===== src/rtl/mem_copy_dma.sv =====
// -----------------------------------------------------------------------------
// mem_copy_dma
//
// Block-copy bus initiator for a single-port synchronous RAM whose read data
// is registered (one-cycle latency). It copies Length bytes from SrcAddr to
// DstAddr one byte at a time, in ascending address order. Each byte takes
// three states: READ presents the source address, LATCH captures the RAM
// output, and WRITE drives the destination. Grant=0 stalls READ and WRITE so
// the arbiter can hand the bus to the CPU.
//
// Ports:
//   CLK         in   system clock, all state changes on posedge
//   RST         in   synchronous active-high reset
//   Start       in   copy request, sampled only while idle
//   SrcAddr     in   [15:0] first source address, sampled with Start
//   DstAddr     in   [15:0] first destination address, sampled with Start
//   Length      in   [15:0] byte count, 0 means no transfer
//   Grant       in   bus granted, 0 stalls READ and WRITE
//   Busy        out  high while a copy is in progress
//   Done        out  one-cycle pulse when a copy completes
//   MemWE       out  RAM write enable
//   MemAddress  out  [15:0] RAM address
//   MemDataOut  out  [7:0] RAM write data
//   MemDataIn   in   [7:0] RAM registered read data
// -----------------------------------------------------------------------------
module mem_copy_dma (
  input  logic        CLK,
  input  logic        RST,
  input  logic        Start,
  input  logic [15:0] SrcAddr,
  input  logic [15:0] DstAddr,
  input  logic [15:0] Length,
  input  logic        Grant,
  output logic        Busy,
  output logic        Done,
  output logic        MemWE,
  output logic [15:0] MemAddress,
  output logic [7:0]  MemDataOut,
  input  logic [7:0]  MemDataIn
);

  typedef enum logic [1:0] {
    ST_IDLE  = 2'd0,
    ST_READ  = 2'd1,
    ST_LATCH = 2'd2,
    ST_WRITE = 2'd3
  } state_e;

  state_e      state_q;
  logic [15:0] src_ptr_q;
  logic [15:0] dst_ptr_q;
  logic [15:0] remaining_q;
  logic [7:0]  data_q;
  logic        done_q;

  // Copy sequencer: state, pointers, byte counter, data latch and Done pulse
  always_ff @(posedge CLK) begin
    if (RST) begin
      state_q     <= ST_IDLE;
      src_ptr_q   <= 16'h0000;
      dst_ptr_q   <= 16'h0000;
      remaining_q <= 16'h0000;
      data_q      <= 8'h00;
      done_q      <= 1'b0;
    end else begin
      done_q <= 1'b0;
      case (state_q)
        ST_IDLE: begin
          if (Start) begin
            if (Length != 16'h0000) begin
              src_ptr_q   <= SrcAddr;
              dst_ptr_q   <= DstAddr;
              remaining_q <= Length;
              state_q     <= ST_READ;
            end else begin
              // Zero-length request completes immediately without using the bus.
              done_q <= 1'b1;
            end
          end
        end
        ST_READ: begin
          if (Grant) begin
            state_q <= ST_LATCH;
          end
        end
        ST_LATCH: begin
          // RAM output now reflects the address presented in READ; capture
          // it unconditionally before the address moves to the destination.
          data_q  <= MemDataIn;
          state_q <= ST_WRITE;
        end
        ST_WRITE: begin
          if (Grant) begin
            // Pointers wrap modulo 2^16 by natural 16-bit overflow.
            src_ptr_q   <= src_ptr_q + 16'd1;
            dst_ptr_q   <= dst_ptr_q + 16'd1;
            remaining_q <= remaining_q - 16'd1;
            if (remaining_q == 16'd1) begin
              done_q  <= 1'b1;
              state_q <= ST_IDLE;
            end else begin
              state_q <= ST_READ;
            end
          end
        end
        default: begin
          state_q <= ST_IDLE;
        end
      endcase
    end
  end

  // Bus drive: write strobe only in WRITE with Grant, address follows state
  always_comb begin
    MemWE      = 1'b0;
    MemAddress = src_ptr_q;
    case (state_q)
      ST_WRITE: begin
        MemWE      = Grant;
        MemAddress = dst_ptr_q;
      end
      ST_IDLE, ST_READ, ST_LATCH: begin
        MemWE      = 1'b0;
        MemAddress = src_ptr_q;
      end
      default: begin
        MemWE      = 1'b0;
        MemAddress = src_ptr_q;
      end
    endcase
  end

  assign MemDataOut = data_q;
  assign Busy       = (state_q != ST_IDLE);
  assign Done       = done_q;

endmodule


===== config.mk =====
export PLATFORM = sky130hd
export DESIGN_NAME = mem_copy_dma
export DESIGN_NICKNAME = d
export VERILOG_FILES = /design/src/rtl/mem_copy_dma.sv
export SDC_FILE = /design/constraint.sdc
export NUM_CORES = 1
export LEC_CHECK = 0
export BUFFER_PORTS_ARGS = -buffer_cell sky130_fd_sc_hd__buf_4
export CAP_MARGIN = 10
export CORE_MARGIN = 2
export CORE_UTILIZATION = 45
export CTS_BUF_LIST = sky130_fd_sc_hd__clkbuf_4
export CTS_CLUSTER_SIZE = 10
export DETAILED_ROUTE_END_ITERATION = 6
export HOLD_SLACK_MARGIN = 0.05
export PLACE_DENSITY = 0.67
export SLEW_MARGIN = 20
export SYNTH_ARGS = -nofsm -noshare
export SYNTH_HDL_FRONTEND = slang
export SYNTH_SLANG_ARGS = --single-unit

===== constraint.sdc =====
create_clock -name CLK -period 3.2 [get_ports CLK]
set_input_delay 0.64 -clock CLK [delete_from_list [all_inputs] [get_ports CLK]]
set_output_delay 0.64 -clock CLK [all_outputs]
set_load 0.03 [all_outputs]

## After elaboration in Yosys (flattened, before gate mapping)

Cells that the tools add are included.
W data, S select, Z words.

| word-level totals | value |
|---|---|
| register bits after elaboration | 59 |
| latch bits | 0 |
| RAM bits | 0 |
| bits in read-only memories | 0 |
| input bits | 60 |
| word-level logic and storage cells | 49 |
| memories | 0 |

| operators by class | value |
|---|---|
| $add $sub $neg | 3 |
| multipliers | 0 |
| divide/modulo/power cells | 0 |
| magnitude comparators | 0 |
| equality and inequality tests | 8 |
| shifts and indexed selects | 0 |
| muxes and demuxes | 25 |
| bitwise logic cells | 0 |
| reductions and logical operators | 7 |

Operators with widths:

| kind | count |
|---|---|
| $mux W16 | 9 |
| $pmux W16 S2 | 4 |
| $add A16 B1 Y16 const B | 2 |
| $eq A16 B1 Y1 const B | 1 |
| $reduce_bool A16 Y1 | 1 |
| $sub A16 B1 Y16 const B | 1 |
| $mux W2 | 4 |
| $ne A2 B2 Y1 const B | 4 |
| $pmux W2 S4 | 1 |
| $reduce_and A4 Y1 | 2 |
| $mux W1 | 5 |
| $eq A2 B2 Y1 const B | 2 |
| $pmux W1 S2 | 2 |
| $reduce_bool A2 Y1 | 2 |
| $reduce_or A3 Y1 | 1 |
| $eq A2 B1 Y1 const B | 1 |
| $logic_not A2 Y1 | 1 |

## Longest topological paths before layout

| depth | value |
|---|---|
| depth in word-level cells | 4 |
| gate-level depth with buffers | 8 |
| depth with buffers taken out | 7 |

## Worst setup path after synthesis

OpenSTA, ideal clock, no wires.

| timing | value |
|---|---|
| path kind | flip-flop to output port |
| start point | register state_q[1] |
| end point | output MemAddress[14] |
| data arrival time | 1,771 ps |
| required time | 2,560 ps |
| setup slack | 789 ps |
| stages on the path, launching flop included | 6 |
| path buffers | 3 |
| path through | dfxtp_1 ha_1 buf_2 buf_1 clkbuf_1 o21ai_0 |

| between the ends | value |
|---|---|
| longest elaborated chain between the ends | 3 |
| elaborated cells on any way between the ends | 6 |
| those cells by class | eq/ne (3); mux (1); reduce/logical (2) |

RTL lines:

| item | line | RTL |
|---|---|---|
| start: declaration | 49 | `state_e state_q;` |
| start signal: assignment | 59 | `state_q <= ST_IDLE;` |
| start signal: assignment | 74 | `state_q <= ST_READ;` |
| start signal: assignment | 83 | `state_q <= ST_LATCH;` |
| $eq A2 B1 Y1 (tied with other cells) | 117 | `case (state_q)` |
| $reduce_or A3 Y1 | 117 |  |
| $pmux W16 S2 * | 117 |  |
| end: declaration | 37 | `output logic [15:0] MemAddress,` |

Mark *: on every way between the ends. The rest lies on a longest branch, timed or not.

## Worst setup path after layout

| timing | value |
|---|---|
| start point | register state_q[1] |
| end point | output MemAddress[13] |

The elaborated chain is that of the path after synthesis.

==> results by group <==
Status
  • Status: complete, no violations

Global route
  • Largest net degree at the start of global routing: 80
  • Total global-route track usage: 23.7%
  • Number of global-route vias before repair: 3542
  • Initial antenna violation count: 0
  • Grt total ovfl: 0
  • Wire length of the first global-routing pass: 16800 um

Layout
  • Net total in the final layout: 604
  • Number of filler instances in the final layout: 785
  • Final Instance Area: 4440 sq um
  • Area Growth Syn to Fin: 21.9%
  • Post-route non-filler standard cell count: 641
  • Number of diodes: 0
  • Fraction of layout instances using a drive strength above 1: 24.9%

Synthesis
  • Synthesized netlist cell count: 468
  • Net Count, Synth: 537
  • Sequential share of the synthesized area: 32.4%
  • List of most frequent post-synthesis cells: a21oi_1 (62), dfxtp_1 (59), nand2_1 (48)
  • Number of distinct library cells after synthesis: 50
  • Post-synthesis instance area: 3640 sq um
  • Area share of the largest cell type after synthesis: 32.4%
  • Dominant cell type by area after synthesis: dfxtp_1
  • Average cell area after synthesis: 7.78 sq um
  • Ranking of synthesized cells by area: dfxtp_1 (32%), a21oi_1 (8.5%), mux2_2 (5.3%)
  • Dominant register cell in the synthesized netlist: dfxtp_1
  • Number of synthesized register bits: 59
  • Fraction of synthesis flops using an asynchronous set or reset pin: 0%
  • Synthesis warning total: 0
  • Most frequent cell after synthesis: a21oi_1
  • Count of flip-flops with a built-in enable after synthesis: 0

Critical path
  • Worst reg2reg startpoint: state_q[0]$_SDFFE_PP0P_
  • CP Max Fanout: 79
  • Worst r2r path cells: 8
  • Worst Path Class, Setup: reg2out
  • Startpoint of the worst setup timing path: state_q[1]$_SDFFE_PP0P_
  • Critical register-to-register path endpoint: src_ptr_q[11]$_SDFFE_PP0P_
  • WP data required: 2.56 ns
  • Type of destination of the critical path: output pin
  • Register-to-register setup slack: 0.58 ns
  • Type of origin of the critical path: flip-flop
  • Critical Path Sink: MemAddress[13]
  • Crit path arrival time: 2.13 ns

STA
  • Min Clock Period, post-route: 2.77 ns
  • Number of pins with negative max-slew slack in the final report: 0
  • Count of endpoints failing setup in the final report: 0
  • Part of the cycle the worst path needs: 86.6%
  • Final Hold Slack: 0.456 ns
  • Final worst clock skew: 0.0197 ns
  • Remaining max-slew budget at the tightest pin: 35.1%
  • Number of hold violations in the final report: 0
  • Achievable frequency: 361 MHz
  • Slack of the critical path: 0.429 ns
  • RSZ-0062 raised after global routing: no
  • Aggregate negative setup slack: 0 ns
  • Worst slew pin tran: 0.965 ns

Detailed routing
  • Post-detailed-route DRC marker count: 0
  • Wire length after detailed routing: 10300 um
  • Total iterations of the first detailed-routing run: 4
  • Average routed wire per standard cell: 16.0 um
  • Overall via count from detail_route: 3750
  • Number of violations reported at the end of detailed-routing iteration 0: 206
  • DR vias/cell: 5.85
  • Final antenna-violating net count: 0

Floorplanning
  • Core area: 7770 sq um
  • Starting Density: 46.9%
  • Boundary pin count: 87
  • Die boundary height: 94.0 um
  • Placement row count: 32
  • Die ar.: 8830 sq um
  • Horiz. Die Dim: 94.0 um

CTS
  • Post-CTS Resized: 0
  • Clock tree from TritonCTS: yes
  • Hold Buf Count CTS: 0
  • CTS H-Tree Depth: 3
  • Clk sink count: 59
  • Max clock buf depth: 2
  • Cell chosen for the clock root: clkbuf_4
  • Clock-pin slew on the worst setup and hold paths: 0.10 ns
  • Post-CTS setup-driven buffer insertion count: 0
  • Clock insertion delay at the later pin of the skew report: 0.43 ns
  • Number of buffers created by CTS: 9

Min path
  • Hold Crit Class: in2reg

Placement
  • Estimated wirelength of the detail-placed design: 6990 um
  • Weighted congestion at the end of routability-driven global placement: 0.865
  • Buffers added on ports: 86
  • Cell total after placement: 626
  • Post-Place Cell Area: 4330 sq um
  • Worst slack at placement: 0.643 ns

Run
  • Count of maximum capacitance violations: 0

Pwr
  • Static leakage: 1.68 nW
  • Power density over cell area: 949 nW/um^2
  • VDD IR max: 953 uV
[cells by family after synthesis]
| group | Yosys count | share of synthesized area (%) |
|---|---|---|
| DFF | 59 | 32.4 |
| buffers and inverters | 46 | 5.43 |
| muxes | 29 | 8.56 |
| and+or+nand+nor | 161 | 22.6 |
| AOI/OAI and AO/OA | 164 | 27.9 |
| adders and majority gates | 9 | 3.09 |
[worst min path at each step]
stage / start / to / depth (start not counted)
4_1_cts: MemDataIn[3] / MemDataOut[3]$_SDFFE_PP0N_ / 3
3_3_place_gp: remaining_q[12]$_SDFFE_PP0P_ / remaining_q[12]$_SDFFE_PP0P_ / 2
5_1_grt: MemDataIn[3] / MemDataOut[3]$_SDFFE_PP0N_ / 3
6_report: MemDataIn[7] / MemDataOut[7]$_SDFFE_PP0N_ / 3
2_1_floorplan: dst_ptr_q[15]$_SDFFE_PP0P_ / dst_ptr_q[15]$_SDFFE_PP0P_ / 2
3_5_place_dp: remaining_q[12]$_SDFFE_PP0P_ / remaining_q[12]$_SDFFE_PP0P_ / 2
[routing by layer]
metal / share of wire [%] / routed length, um / track usage (%) / vias to the layer above
met3: 4.5 / 463 / 6.42 / 10
li1: - / - / - / 1881
met5: 0 / 0 / 0 / -
met2: 48 / 4960 / 38.0 / 85
met1: 46 / 4730 / 30.8 / 1774
met4: 1.1 / 112 / 7.61 / 0
[final cells by class]
cell class / count / area, sq um / area share [%]
Multi-Input combinational cell: 363 / 2280 / 51.4
Sequential cell: 59 / 1180 / 26.6
Timing Repair Buffer: 92 / 703 / 15.8
Tap cell: 102 / 128 / 2.88
Clock buffer: 12 / 90.1 / 2.03
Inverter: 10 / 37.5 / 0.846
Clock inverter: 3 / 16.3 / 0.367
[critical path: stages, from the launching register on]
cell and delay (ns):
dfxtp_1 0.43, ha_4 0.34, buf_12 0.33, mux2_2 0.39, buf_4 0.17
[per-stage QoR]
| stage | power [W] | utilization, % |
|---|---|---|
| 6_report | 0.00421 | 57.1 |
| 5_1_grt | 0.00456 | 57.1 |
| 4_1_cts | 0.00421 | 57.1 |
| 3_5_place_dp | 0.00374 | 55.8 |
| 3_3_place_gp | 0.00368 | 55.8 |
| 2_1_floorplan | 0.00310 | - |
[power breakdown]
group / switching, W / internal [W]
clock network: 0.000280 / 0.000178
logic: 0.00140 / 0.000949
registers: 0.000368 / 0.00104
[flip-flops by register name, summed over array words and instances, names as in the netlist]
register and flops:
state_q 2, MemDataOut 8, remaining_q 16, src_ptr_q 16
dst_ptr_q 16, Done 1
[placed cells by master, fill, tap and decap left out, drive strengths merged, types with 3 or more instances in the layout]
cell type / netlist / final
nand2: 48 / 48
clkinv: 1 / 3
nor2b: 5 / 5
a21o: 3 / 3
nor3: 14 / 14
or2: 4 / 4
nand3: 23 / 23
o31a: 3 / 3
and4: 5 / 5
ha: 9 / 9
dfxtp: 59 / 59
a21oi: 62 / 62
mux2i: 12 / 12
mux2: 17 / 17
nand4: 7 / 7
nand2b: 4 / 4
o22ai: 11 / 11
or3: 3 / 3
o31ai: 3 / 3
buf: 14 / 92
o2bb2ai: 4 / 4
and3: 5 / 5
clkbuf: 22 / 12
o21ai: 35 / 35
nor4: 7 / 7
nor2: 26 / 26
inv: 9 / 9
a211oi: 19 / 19
o32ai: 13 / 13
Power figures use the tool's default switching activity.
